[config.mk]
export PLATFORM = sky130hd
export DESIGN_NAME = othello_key_scheduler_flat
export DESIGN_NICKNAME = d
export VERILOG_FILES = /design/src/rtl/othello_pkg.sv /design/src/rtl/othello_key_scheduler_if.sv /design/src/rtl/othello_key_scheduler_key_event_gen.sv /design/src/rtl/othello_key_scheduler.sv /design/src/flat_wrapper.sv
export SDC_FILE = /design/constraint.sdc
export NUM_CORES = 1
export LEC_CHECK = 0
export ABC_CLOCK_PERIOD_IN_PS = 12600
export CORE_UTILIZATION = 40
export DETAILED_ROUTE_END_ITERATION = 6
export HOLD_SLACK_MARGIN = 0.1
export SYNTH_ARGS = -nofsm -noshare
export SYNTH_HDL_FRONTEND = slang
export SYNTH_SLANG_ARGS = --single-unit
[constraint.sdc]
create_clock -name clock -period 12.6 [get_ports clock]
set_input_delay 3.15 -clock clock [delete_from_list [all_inputs] [get_ports clock]]
set_output_delay 3.15 -clock clock [all_outputs]
set_load 0.01 [all_outputs]
[src/rtl/othello_pkg.sv]
// Shared Othello definitions: key indices, key count and auto-repeat phases.
package othello_pkg;

    localparam int N_KEYS    = 5;

    localparam int KEY_UP    = 0;
    localparam int KEY_DOWN  = 1;
    localparam int KEY_LEFT  = 2;
    localparam int KEY_RIGHT = 3;
    localparam int KEY_PLACE = 4;

    typedef enum logic [1:0] {
        RPT_IDLE,
        RPT_HOLD,
        RPT_REPEAT
    } rpt_phase_e;

endpackage

[src/rtl/othello_key_scheduler_if.sv]
// Command handshake between the key scheduler and the game controller.
interface othello_key_scheduler_if #(
    parameter int ID_W = $clog2(othello_pkg::N_KEYS)
) ();

    logic            cmd_valid;
    logic [ID_W-1:0] cmd_id;
    logic            cmd_repeat;
    logic            cmd_ready;

    modport master (
        output cmd_valid,
        output cmd_id,
        output cmd_repeat,
        input  cmd_ready
    );

    modport slave (
        input  cmd_valid,
        input  cmd_id,
        input  cmd_repeat,
        output cmd_ready
    );

endinterface

[src/rtl/othello_key_scheduler_key_event_gen.sv]
// Per-key event generator: rising-edge press plus optional hold/repeat events.
// Latency: combinational event in the cycle the condition is seen.
// Backpressure: none; events are always produced and queued downstream.
module key_event_gen
    import othello_pkg::*;
#(
    parameter int HOLD_CYCLES   = 25000000,
    parameter int REPEAT_CYCLES = 10000000,
    parameter int CNT_W         = 25,
    parameter bit REPEAT_EN     = 1'b1
) (
    input  logic clock,
    input  logic resetn,
    input  logic key,
    output logic evt_vld,
    output logic is_repeat
);

    logic             prev;
    logic [CNT_W-1:0] cnt;
    rpt_phase_e       phase;

    logic press;
    logic hold_hit;
    logic rpt_hit;

    assign press    = key & ~prev;
    assign hold_hit = (phase == RPT_HOLD)   && (cnt == CNT_W'(HOLD_CYCLES - 1));
    assign rpt_hit  = (phase == RPT_REPEAT) && (cnt == CNT_W'(REPEAT_CYCLES - 1));

    // A non-idle phase implies the key was already high, so a repeat never coincides with a press.
    assign is_repeat = key & (hold_hit | rpt_hit);
    assign evt_vld   = press | is_repeat;

    // prev resets to 1 so a key held through reset must be released before it counts.
    always_ff @(posedge clock) begin
        if (resetn) begin
            prev  <= 1'b1;
            cnt   <= '0;
            phase <= RPT_IDLE;
        end else begin
            prev <= key;
            if (!key || press) begin
                cnt   <= '0;
                phase <= (press && REPEAT_EN) ? RPT_HOLD : RPT_IDLE;
            end else if (phase != RPT_IDLE) begin
                if (hold_hit || rpt_hit) begin
                    cnt   <= '0;
                    phase <= RPT_REPEAT;
                end else begin
                    cnt <= cnt + 1'b1;
                end
            end
        end
    end

endmodule

[src/rtl/othello_key_scheduler.sv]
// Turns key levels into queued press/repeat commands served round-robin.
// Latency: key rise to cmd_valid is 2 cycles when the output register is empty.
// Backpressure: cmd_ready low holds the command; new events coalesce per key (dropped pulses).
module othello_key_scheduler #(
    parameter int                 N_KEYS        = othello_pkg::N_KEYS,
    parameter int                 HOLD_CYCLES   = 25000000,
    parameter int                 REPEAT_CYCLES = 10000000,
    parameter int                 CNT_W         = 25,
    parameter logic [N_KEYS-1:0]  REPEAT_MASK   = 5'b01111
) (
    input  logic                 clock,
    input  logic                 resetn,
    input  logic [N_KEYS-1:0]    key,
    othello_key_scheduler_if.master cmd,
    output logic                 dropped,
    output logic [N_KEYS-1:0]    pending
);

    localparam int ID_W = $clog2(N_KEYS);

    logic [N_KEYS-1:0] evt;
    logic [N_KEYS-1:0] evt_rep;
    logic [N_KEYS-1:0] rep_q;
    logic [N_KEYS-1:0] rep_nxt;
    logic [N_KEYS-1:0] clr;
    logic [ID_W-1:0]   rr;
    logic [ID_W-1:0]   sel;
    logic              found;
    logic              load;

    for (genvar g = 0; g < N_KEYS; g++) begin : g_key
        key_event_gen #(
            .HOLD_CYCLES   (HOLD_CYCLES),
            .REPEAT_CYCLES (REPEAT_CYCLES),
            .CNT_W         (CNT_W),
            .REPEAT_EN     (REPEAT_MASK[g])
        ) u_gen (
            .clock     (clock),
            .resetn    (resetn),
            .key       (key[g]),
            .evt_vld   (evt[g]),
            .is_repeat (evt_rep[g])
        );
    end

    // Walk from the pointer downwards in priority so the nearest pending index at/after rr wins.
    always_comb begin
        int idx;
        found = 1'b0;
        sel   = '0;
        idx   = 0;
        for (int k = N_KEYS - 1; k >= 0; k--) begin
            idx = int'(rr) + k;
            if (idx >= N_KEYS) idx = idx - N_KEYS;
            if (pending[ID_W'(idx)]) begin
                found = 1'b1;
                sel   = ID_W'(idx);
            end
        end
    end

    assign load = ~cmd.cmd_valid | cmd.cmd_ready;
    assign clr  = (load && found) ? ({{(N_KEYS-1){1'b0}}, 1'b1} << sel) : '0;

    // A press always forces the flag to 0; a repeat only marks a slot that is free this cycle.
    always_comb begin
        rep_nxt = rep_q;
        for (int i = 0; i < N_KEYS; i++) begin
            if (evt[i] && !evt_rep[i])
                rep_nxt[i] = 1'b0;
            else if (evt[i] && !(pending[i] && !clr[i]))
                rep_nxt[i] = 1'b1;
        end
    end

    always_ff @(posedge clock) begin
        if (resetn) begin
            pending        <= '0;
            rep_q          <= '0;
            rr             <= '0;
            dropped        <= 1'b0;
            cmd.cmd_valid  <= 1'b0;
            cmd.cmd_id     <= '0;
            cmd.cmd_repeat <= 1'b0;
        end else begin
            pending <= (pending & ~clr) | evt;
            rep_q   <= rep_nxt;
            dropped <= |(evt & pending & ~clr);
            if (load) begin
                cmd.cmd_valid <= found;
                if (found) begin
                    cmd.cmd_id     <= sel;
                    cmd.cmd_repeat <= rep_q[sel];
                    rr             <= (sel == ID_W'(N_KEYS - 1)) ? '0 : sel + 1'b1;
                end
            end
        end
    end

endmodule

[src/flat_wrapper.sv]
// flat-port wrapper written by rule: the top's interface ports become plain ports
module othello_key_scheduler_flat 
#(
    parameter int                 N_KEYS        = othello_pkg::N_KEYS,
    parameter int                 HOLD_CYCLES   = 25000000,
    parameter int                 REPEAT_CYCLES = 10000000,
    parameter int                 CNT_W         = 25,
    parameter logic [N_KEYS-1:0]  REPEAT_MASK   = 5'b01111
)
  (clock, resetn, key, dropped, pending, cmd_cmd_valid, cmd_cmd_id, cmd_cmd_repeat, cmd_cmd_ready);
  othello_key_scheduler_if #(.ID_W(3)) cmd_i ();
  input  logic clock;
  input  logic resetn;
  input  logic [N_KEYS-1:0] key;
  output logic dropped;
  output logic [N_KEYS-1:0] pending;
  output wire logic [$bits(cmd_i.cmd_valid)-1:0] cmd_cmd_valid;
  output wire logic [$bits(cmd_i.cmd_id)-1:0] cmd_cmd_id;
  output wire logic [$bits(cmd_i.cmd_repeat)-1:0] cmd_cmd_repeat;
  input wire logic [$bits(cmd_i.cmd_ready)-1:0] cmd_cmd_ready;
  assign cmd_cmd_valid = cmd_i.cmd_valid;
  assign cmd_cmd_id = cmd_i.cmd_id;
  assign cmd_cmd_repeat = cmd_i.cmd_repeat;
  assign cmd_i.cmd_ready = cmd_cmd_ready;
  othello_key_scheduler #(.N_KEYS(N_KEYS), .HOLD_CYCLES(HOLD_CYCLES), .REPEAT_CYCLES(REPEAT_CYCLES), .CNT_W(CNT_W), .REPEAT_MASK(REPEAT_MASK)) u_core (.clock(clock), .resetn(resetn), .key(key), .cmd(cmd_i), .dropped(dropped), .pending(pending));
endmodule
==> impl_metrics.yaml, run 1 <==
run_status:
  outcome: "finished clean"
setup_path:
  cpMostUsedCell: "ha_1"
  slowest_delay_ns: 0.55
  cp_top_family: "compound AO/OA/AOI/OAI gates"
  worstPathMaxFanout: 30
  path_class: "reg -> reg"
  crit_buf_inv: 3
  worstPathCellList: "buf_4 -> inv_1 -> ha_1 -> ha_1 -> a21oi_4 -> and4_1 -> or4_4 -> o21a_1 -> o311a_1 -> o31a_4 -> nor2_1 -> ha_1 -> inv_1 -> o21ai_0 -> o22ai_1 -> o41a_1"
  slowest_stage: "or4_4"
  worstSetupStartpointType: "flop"
  required_ns: 12.90
  end_kind: "flop"
  cp_data_arrival_time_ns: 5.37
drt:
  dr.first_iter.drc_count: 450
  ant_nets: 0
  wl_per_cell_um: 13.4
  drcViolationCount: 0
  vias: 6679
  drt_wl_total_mm: 16.9
  routed_via_density: 5.26
  dr.pass1.iters: 4
synth:
  yosys_warnings: 0
  synth_edf_count: 0
  synth_ff_type: "dfxtp_1"
  synth.distinct_cells: 71
  netlist_instances: 980
  synth_area_um2: 8130
  seq_area_frac_synth_pct: 38.9
  synth.avg_cell_area_um2: 8.29
  synth.area.top_cells: "dfxtp_1 39%, xor2_1 8.4%, nor2_1 7.3%, nand2_1 4.6%, xnor2_1 3.4%"
  async_reset_ff_share_pct: 0
  synth.largest_area_cell: "dfxtp_1"
  ys_ff_latch: 158
  synth_top_area_share_pct: 38.9
  synth_nets: 1003
power:
  pwr-share-comb_pct: 23.5
  peakVddDrop_mv: 0.0971
  pwr-share-seq_pct: 39.3
  power.total_w: 0.00134
  p_clk_share_pct: 37.3
  p_leak_nw: 3.13
  p_per_area_nw_per_um2: 146
  p_int_w: 0.000930
  netSwitchingFraction_pct: 30.5
  p_sw_w: 0.000407
cts:
  cts_setup_buffers: 0
  cts_buffer_depth: 2
  tritoncts: "done"
  clock_latency_ns: 0.42
  path_clk_slew_ns: 0.06
  htree_levels: 4
  cts_buffers: 17
  clkSinkCount: 158
  clock-root-buffer: "clkbuf_16"
  post_cts_resized: 0
  postCtsHoldBufs: 0
floorplan:
  die_w_um: 145
  design.portCount: 19
  row_count: 51
  die_y_um: 145
  start_util_pct: 41.2
  dieArea_um2: 20900
  coreArea_um2: 19700
timing:
  tightest_slew_ns: 0.867
  post-route-period-util_pct: 40.2
  slew_headroom_pct: 42.2
  finalClockSkew_ns: 0.00950
  max_freq_ghz: 0.198
  slew_viol_final: 0
  holdWs_ns: 0.477
  setup_violations: 0
  grt_setup_unrepaired: "false"
  tns_ns: 0
  fin_crit_ns: 5.06
  finalHoldViolations: 0
grt:
  grt_antenna_before_repair: 0
  grt_usage_pct: 17.8
  grt_max_degree: 31
  gr-total-overflow: 0
  grt_pass1_wl_mm: 30.0
  grt_pass1_vias: 6256
placed_design:
  place_congestion: 0.848
  dpl.hpwl_mm: 11.9
  io_buffers: 18
final_layout:
  layout_common_cells: "158 x nor2_1, 158 x dfxtp_1, 99 x nand2_1, 78 x xor2_1, 50 x nand3_1"
  n_antenna_cell: 0
  drive_above_1_share_pct: 6.37
  nNetsFinal: 1014
  area_growth_syn_to_layout_pct: 12.3
hold_path:
  min_path_type: "reg -> reg"
flow_run:
  cap_violations: 0
worst register-to-register path: stages (launching register included):
cell and delay (ns):
dfxtp_1 0.30, buf_4 0.32, inv_1 0.33, ha_1 0.32, ha_1 0.52, a21oi_4 0.16
and4_1 0.23, or4_4 0.55, o21a_1 0.24, o311a_1 0.39, o31a_4 0.41, nor2_1 0.10
ha_1 0.14, inv_1 0.03, o21ai_0 0.33, o22ai_1 0.16, o41a_1 0.41
stage by stage:
step / setup WS (ns) / util [%] / cell area (um^2) / std cells
6_report: 7.54 / 46.3 / 9130 / 1269
5_1_grt: 7.22 / 46.3 / 9130 / 1269
4_1_cts: 7.54 / 46.3 / 9130 / 1269
3_5_place_dp: 7.23 / 43.3 / 8540 / 1237
3_3_place_gp: 7.27 / 43.3 / 8540 / 1237
2_1_floorplan: 8.08 / - / 8130 / 980
power by group through the flow:
stage | Clock [W] | Sequential [W] | Combinational, W
2_1_floorplan | 0 | 0.000533 | 0.000235
3_3_place_gp | 0 | 0.000536 | 0.000312
3_5_place_dp | 0 | 0.000536 | 0.000310
4_1_cts | 0.000513 | 0.000525 | 0.000312
5_1_grt | 0.000542 | 0.000526 | 0.000346
6_report | 0.000498 | 0.000525 | 0.000314
cell usage after synthesis, types with 3 or more instances:
master and number:
nor2_1 158, a22oi_1 3, ha_1 14, inv_1 22, nand4b_1 5, and3_1 31
a211oi_1 5, xor2_1 78, clkbuf_1 24, nor4b_1 12, or3_1 12, mux2i_1 7
mux4_2 4, o22ai_1 3, nand3b_1 3, nor3b_1 3, nor2b_1 14, nand2b_1 19
and4_1 7, a31oi_1 4, o21a_1 3, xnor2_1 32, buf_2 4, a21oi_1 37
nor4_1 13, nand3_1 50, nor3_1 23, or2_2 9, and2_1 10, o21ai_0 22
nand4_1 34, o31ai_1 5, nand2_1 99, dfxtp_1 158
area by class of cell:
class / count / area, um^2
clock buffers: 21 / 480
clock inverters: 11 / 105
fillers: 1917 / 10600
inverters: 22 / 82.6
multi-input cells: 771 / 4760
flip-flops and latches: 158 / 3160
well taps: 265 / 332
repair buffers: 21 / 203
cell families after synthesis:
kind of cell,Yosys count,share of synthesized area (%)
fa+ha+maj,15,2.40
xor+xnor,110,11.9
compound gates,120,10.3
simple gates,513,31.8
flops,158,38.9
mux,13,2.25
buf+inv,51,2.51
metal layers:
layer | routed length, um | part of all wire, % | vias to the layer above | GRT usage [%]
met5 | 0 | 0 | - | 0
met1 | 8740 | 52 | 3112 | 25.0
met2 | 7380 | 44 | 91 | 27.2
met3 | 581 | 3.4 | 19 | 3.44
li1 | - | - | 3457 | -
met4 | 241 | 1.4 | 0 | 5.87
final timing paths:
| path | start | to | slack (ns) | depth (start not counted) |
|---|---|---|---|---|
| worst max register to register | u_core.rr[0] | u_core.dropped | 7.54 | 16 |
| worst min register to register | u_core.g_key[3].u_gen.cnt[1] | u_core.g_key[3].u_gen.cnt[1] | 0.48 | 2 |
| worst min-delay path | u_core.g_key[3].u_gen.cnt[1] | u_core.g_key[3].u_gen.cnt[1] | 0.48 | 2 |
| worst max-delay path | u_core.rr[0] | u_core.dropped | 7.54 | 16 |
state kept, by name, summed over array words and instances, names as in the netlist:
| signal | flops |
|---|---|
| u_core.cmd.cmd_id | 3 |
| u_core.cmd.cmd_valid | 1 |
| u_core.pending | 5 |
| u_core.cmd.cmd_repeat | 1 |
| u_core.g_key.u_gen.cnt | 125 |
| u_core.rep_q | 5 |
| u_core.rr | 3 |
| u_core.g_key.u_gen.prev | 5 |
| u_core.dropped | 1 |
| u_core.g_key.u_gen.phase | 9 |
(Power assumes the default switching activity.)
==> inputs of run 2 (changes only) <==
--- a/config.mk
+++ b/config.mk
@@ -5,7 +5,7 @@
 export SDC_FILE = /design/constraint.sdc
 export NUM_CORES = 1
 export LEC_CHECK = 0
-export ABC_CLOCK_PERIOD_IN_PS = 12600
+export ABC_CLOCK_PERIOD_IN_PS = 4900
 export CORE_UTILIZATION = 40
 export DETAILED_ROUTE_END_ITERATION = 6
 export HOLD_SLACK_MARGIN = 0.1
==> constraint.sdc (replaced) <==
create_clock -name clock -period 4.9 [get_ports clock]
set_input_delay 1.225 -clock clock [delete_from_list [all_inputs] [get_ports clock]]
set_output_delay 1.225 -clock clock [all_outputs]
set_load 0.01 [all_outputs]
==> impl_metrics.yaml, run 2 (same netlist as run 1, synthesis figures left out) <==
timing:
  tightest_slew_ns: 0.898
  slew_headroom_pct: 40.1
  max_freq_ghz: 0.223
  setup_violations: 0
  finalHoldViolations: 0
  post-route-period-util_pct: 91.4
  slew_viol_final: 0
  finalClockSkew_ns: 0.00719
  fin_ws_ns: 0.422
  grt_setup_unrepaired: "false"
  tns_ns: 0
  fin_crit_ns: 4.48
setup_path:
  reg2reg_slack_ns: 0.42
  path_depth: 14
  worstSetupStartpointType: "flop"
  slowest_delay_ns: 0.68
  cp_top_family: "compound AO/OA/AOI/OAI gates"
  slowest_stage: "dfxtp_1"
  worstPathMaxFanout: 16
  rr_startpoint: "u_core.rr[2]"
  required_ns: 5.21
  critPathCapture: "u_core.dropped"
  cpMostUsedCell: "ha_1"
  r2r_cells: 14
  crit_start: "u_core.rr[2]"
  cp_data_arrival_time_ns: 4.78
  end_kind: "flop"
  crit_buf_inv: 1
  worstPathCellList: "ha_1 -> a21o_2 -> a21oi_4 -> and4_1 -> or4_4 -> o21a_1 -> o311a_1 -> o31a_4 -> nor2_1 -> ha_1 -> inv_1 -> o21ai_0 -> o22ai_1 -> o41a_1"
  path_class: "reg -> reg"
  r2r_end: "u_core.dropped"
cts:
  tritoncts: "done"
  path_clk_slew_ns: 0.06
  post_cts_resized: 0
  htree_levels: 4
  clock_latency_ns: 0.42
  postCtsHoldBufs: 0
  clock-root-buffer: "clkbuf_16"
  cts_setup_buffers: 0
  cts_buffer_depth: 2
  cts_buffers: 17
  clkSinkCount: 158
placed_design:
  post-place-ws_ns: 0.451
  io_buffers: 18
  place_congestion: 0.921
  dpl.hpwl_mm: 12.2
run_status:
  outcome: "finished clean"
power:
  p_sw_w: 0.00105
  p_leak_nw: 3.16
  netSwitchingFraction_pct: 29.8
  pwr-share-seq_pct: 38.1
  p_clk_share_pct: 37.6
  p_per_area_nw_per_um2: 384
  pwr-share-comb_pct: 24.2
  p_int_w: 0.00247
  peakVddDrop_mv: 0.280
drt:
  ant_nets: 0
  routed_via_density: 5.25
  wl_per_cell_um: 13.4
  drcViolationCount: 0
  drt_wl_total_mm: 17.1
  dr.first_iter.drc_count: 462
  vias: 6689
  dr.pass1.iters: 5
grt:
  grt_pass1_vias: 6228
  grt_antenna_before_repair: 0
  grt_max_degree: 30
  grt_usage_pct: 17.8
  grt_pass1_wl_mm: 29.8
  gr-total-overflow: 0
floorplan:
  start_util_pct: 41.2
  row_count: 51
  die_y_um: 145
  dieArea_um2: 20900
  coreArea_um2: 19700
  die_w_um: 145
  design.portCount: 19
final_layout:
  finish.utilization_pct: 46.5
  largestRegisters: "u_core.g_key.u_gen.cnt (125), u_core.g_key.u_gen.phase (9)"
  layout_common_cells: "158 x nor2_1, 158 x dfxtp_1, 99 x nand2_1, 78 x xor2_1, 50 x nand3_1"
  n_antenna_cell: 0
  largest_reg_flops: 125
  area_growth_syn_to_layout_pct: 12.9
  drive_above_1_share_pct: 6.44
  top_register: "u_core.g_key.u_gen.cnt"
  nNetsFinal: 1019
flow_run:
  cap_violations: 0
hold_path:
  min_path_type: "reg -> reg"
[run 2: cell types whose count changed in the layout (fill, tap and decap cells not counted), sizes merged]
cell,previous run,this run
buf,3,8
bufinv,1,3
clkbuf,21,22
inv,25,22
[run 2: worst register-to-register path, cell delays in order, from the launching register on]
cell and delay (ns):
dfxtp_1 0.68, ha_1 0.51, a21o_2 0.19, a21oi_4 0.06
and4_1 0.22, or4_4 0.54, o21a_1 0.24, o311a_1 0.39
o31a_4 0.40, nor2_1 0.10, ha_1 0.15, inv_1 0.03
o21ai_0 0.29, o22ai_1 0.15, o41a_1 0.41
[run 2: through the flow]
step | std cells | instance area (um^2) | power (W) | hold WS (ns)
global placement | 1242 | 8580 | 0.00222 | 0.462
floorplan | 980 | 8130 | 0.00198 | 0.447
finish | 1274 | 9170 | 0.00352 | 0.474
global route | 1274 | 9170 | 0.00370 | 0.485
detailed placement | 1242 | 8580 | 0.00221 | 0.467
CTS | 1274 | 9170 | 0.00355 | 0.476
[run 2: layout make-up]
cell class	count	area (um^2)
fill	1889	10500
multi-input combinational	771	4760
sequential	158	3160
clock buffer	22	454
tap	265	332
timing repair buffer	26	240
clock inverter	10	139
inverter	22	82.6
[run 2: routing by layer]
metal  routed length (um)  GRT usage (%)  vias up  part of all wire, %
met5                    0              0        -                    0
met4                  231           6.09        0                  1.4
met3                  704           3.81       22                  4.1
met2                 7300           26.9      104                   43
met1                 8870           24.8     3089                   52
li1                     -              -     3474                    -
[run 2: worst min path at each step]
stage	cells past startpoint	to	slack, ns	from
6_report	2	u_core.g_key[3].u_gen.cnt[1]	0.47	u_core.g_key[3].u_gen.cnt[1]
3_5_place_dp	2	u_core.g_key[3].u_gen.cnt[1]	0.47	u_core.g_key[3].u_gen.cnt[1]
4_1_cts	2	u_core.g_key[3].u_gen.cnt[1]	0.48	u_core.g_key[3].u_gen.cnt[1]
5_1_grt	2	u_core.g_key[3].u_gen.cnt[1]	0.49	u_core.g_key[3].u_gen.cnt[1]
2_1_floorplan	2	u_core.g_key[1].u_gen.phase[1]	0.45	u_core.g_key[1].u_gen.phase[1]
3_3_place_gp	2	u_core.g_key[0].u_gen.cnt[1]	0.46	u_core.g_key[0].u_gen.cnt[1]
[run 2: power by group through the flow]
stage / Combinational [W] / Sequential (W) / Clock, W
final: 0.000853 / 0.00134 / 0.00133
after global routing: 0.000938 / 0.00135 / 0.00142
after CTS: 0.000849 / 0.00134 / 0.00136
after detailed placement: 0.000843 / 0.00137 / 0
after global placement: 0.000849 / 0.00137 / 0
after floorplan: 0.000604 / 0.00137 / 0
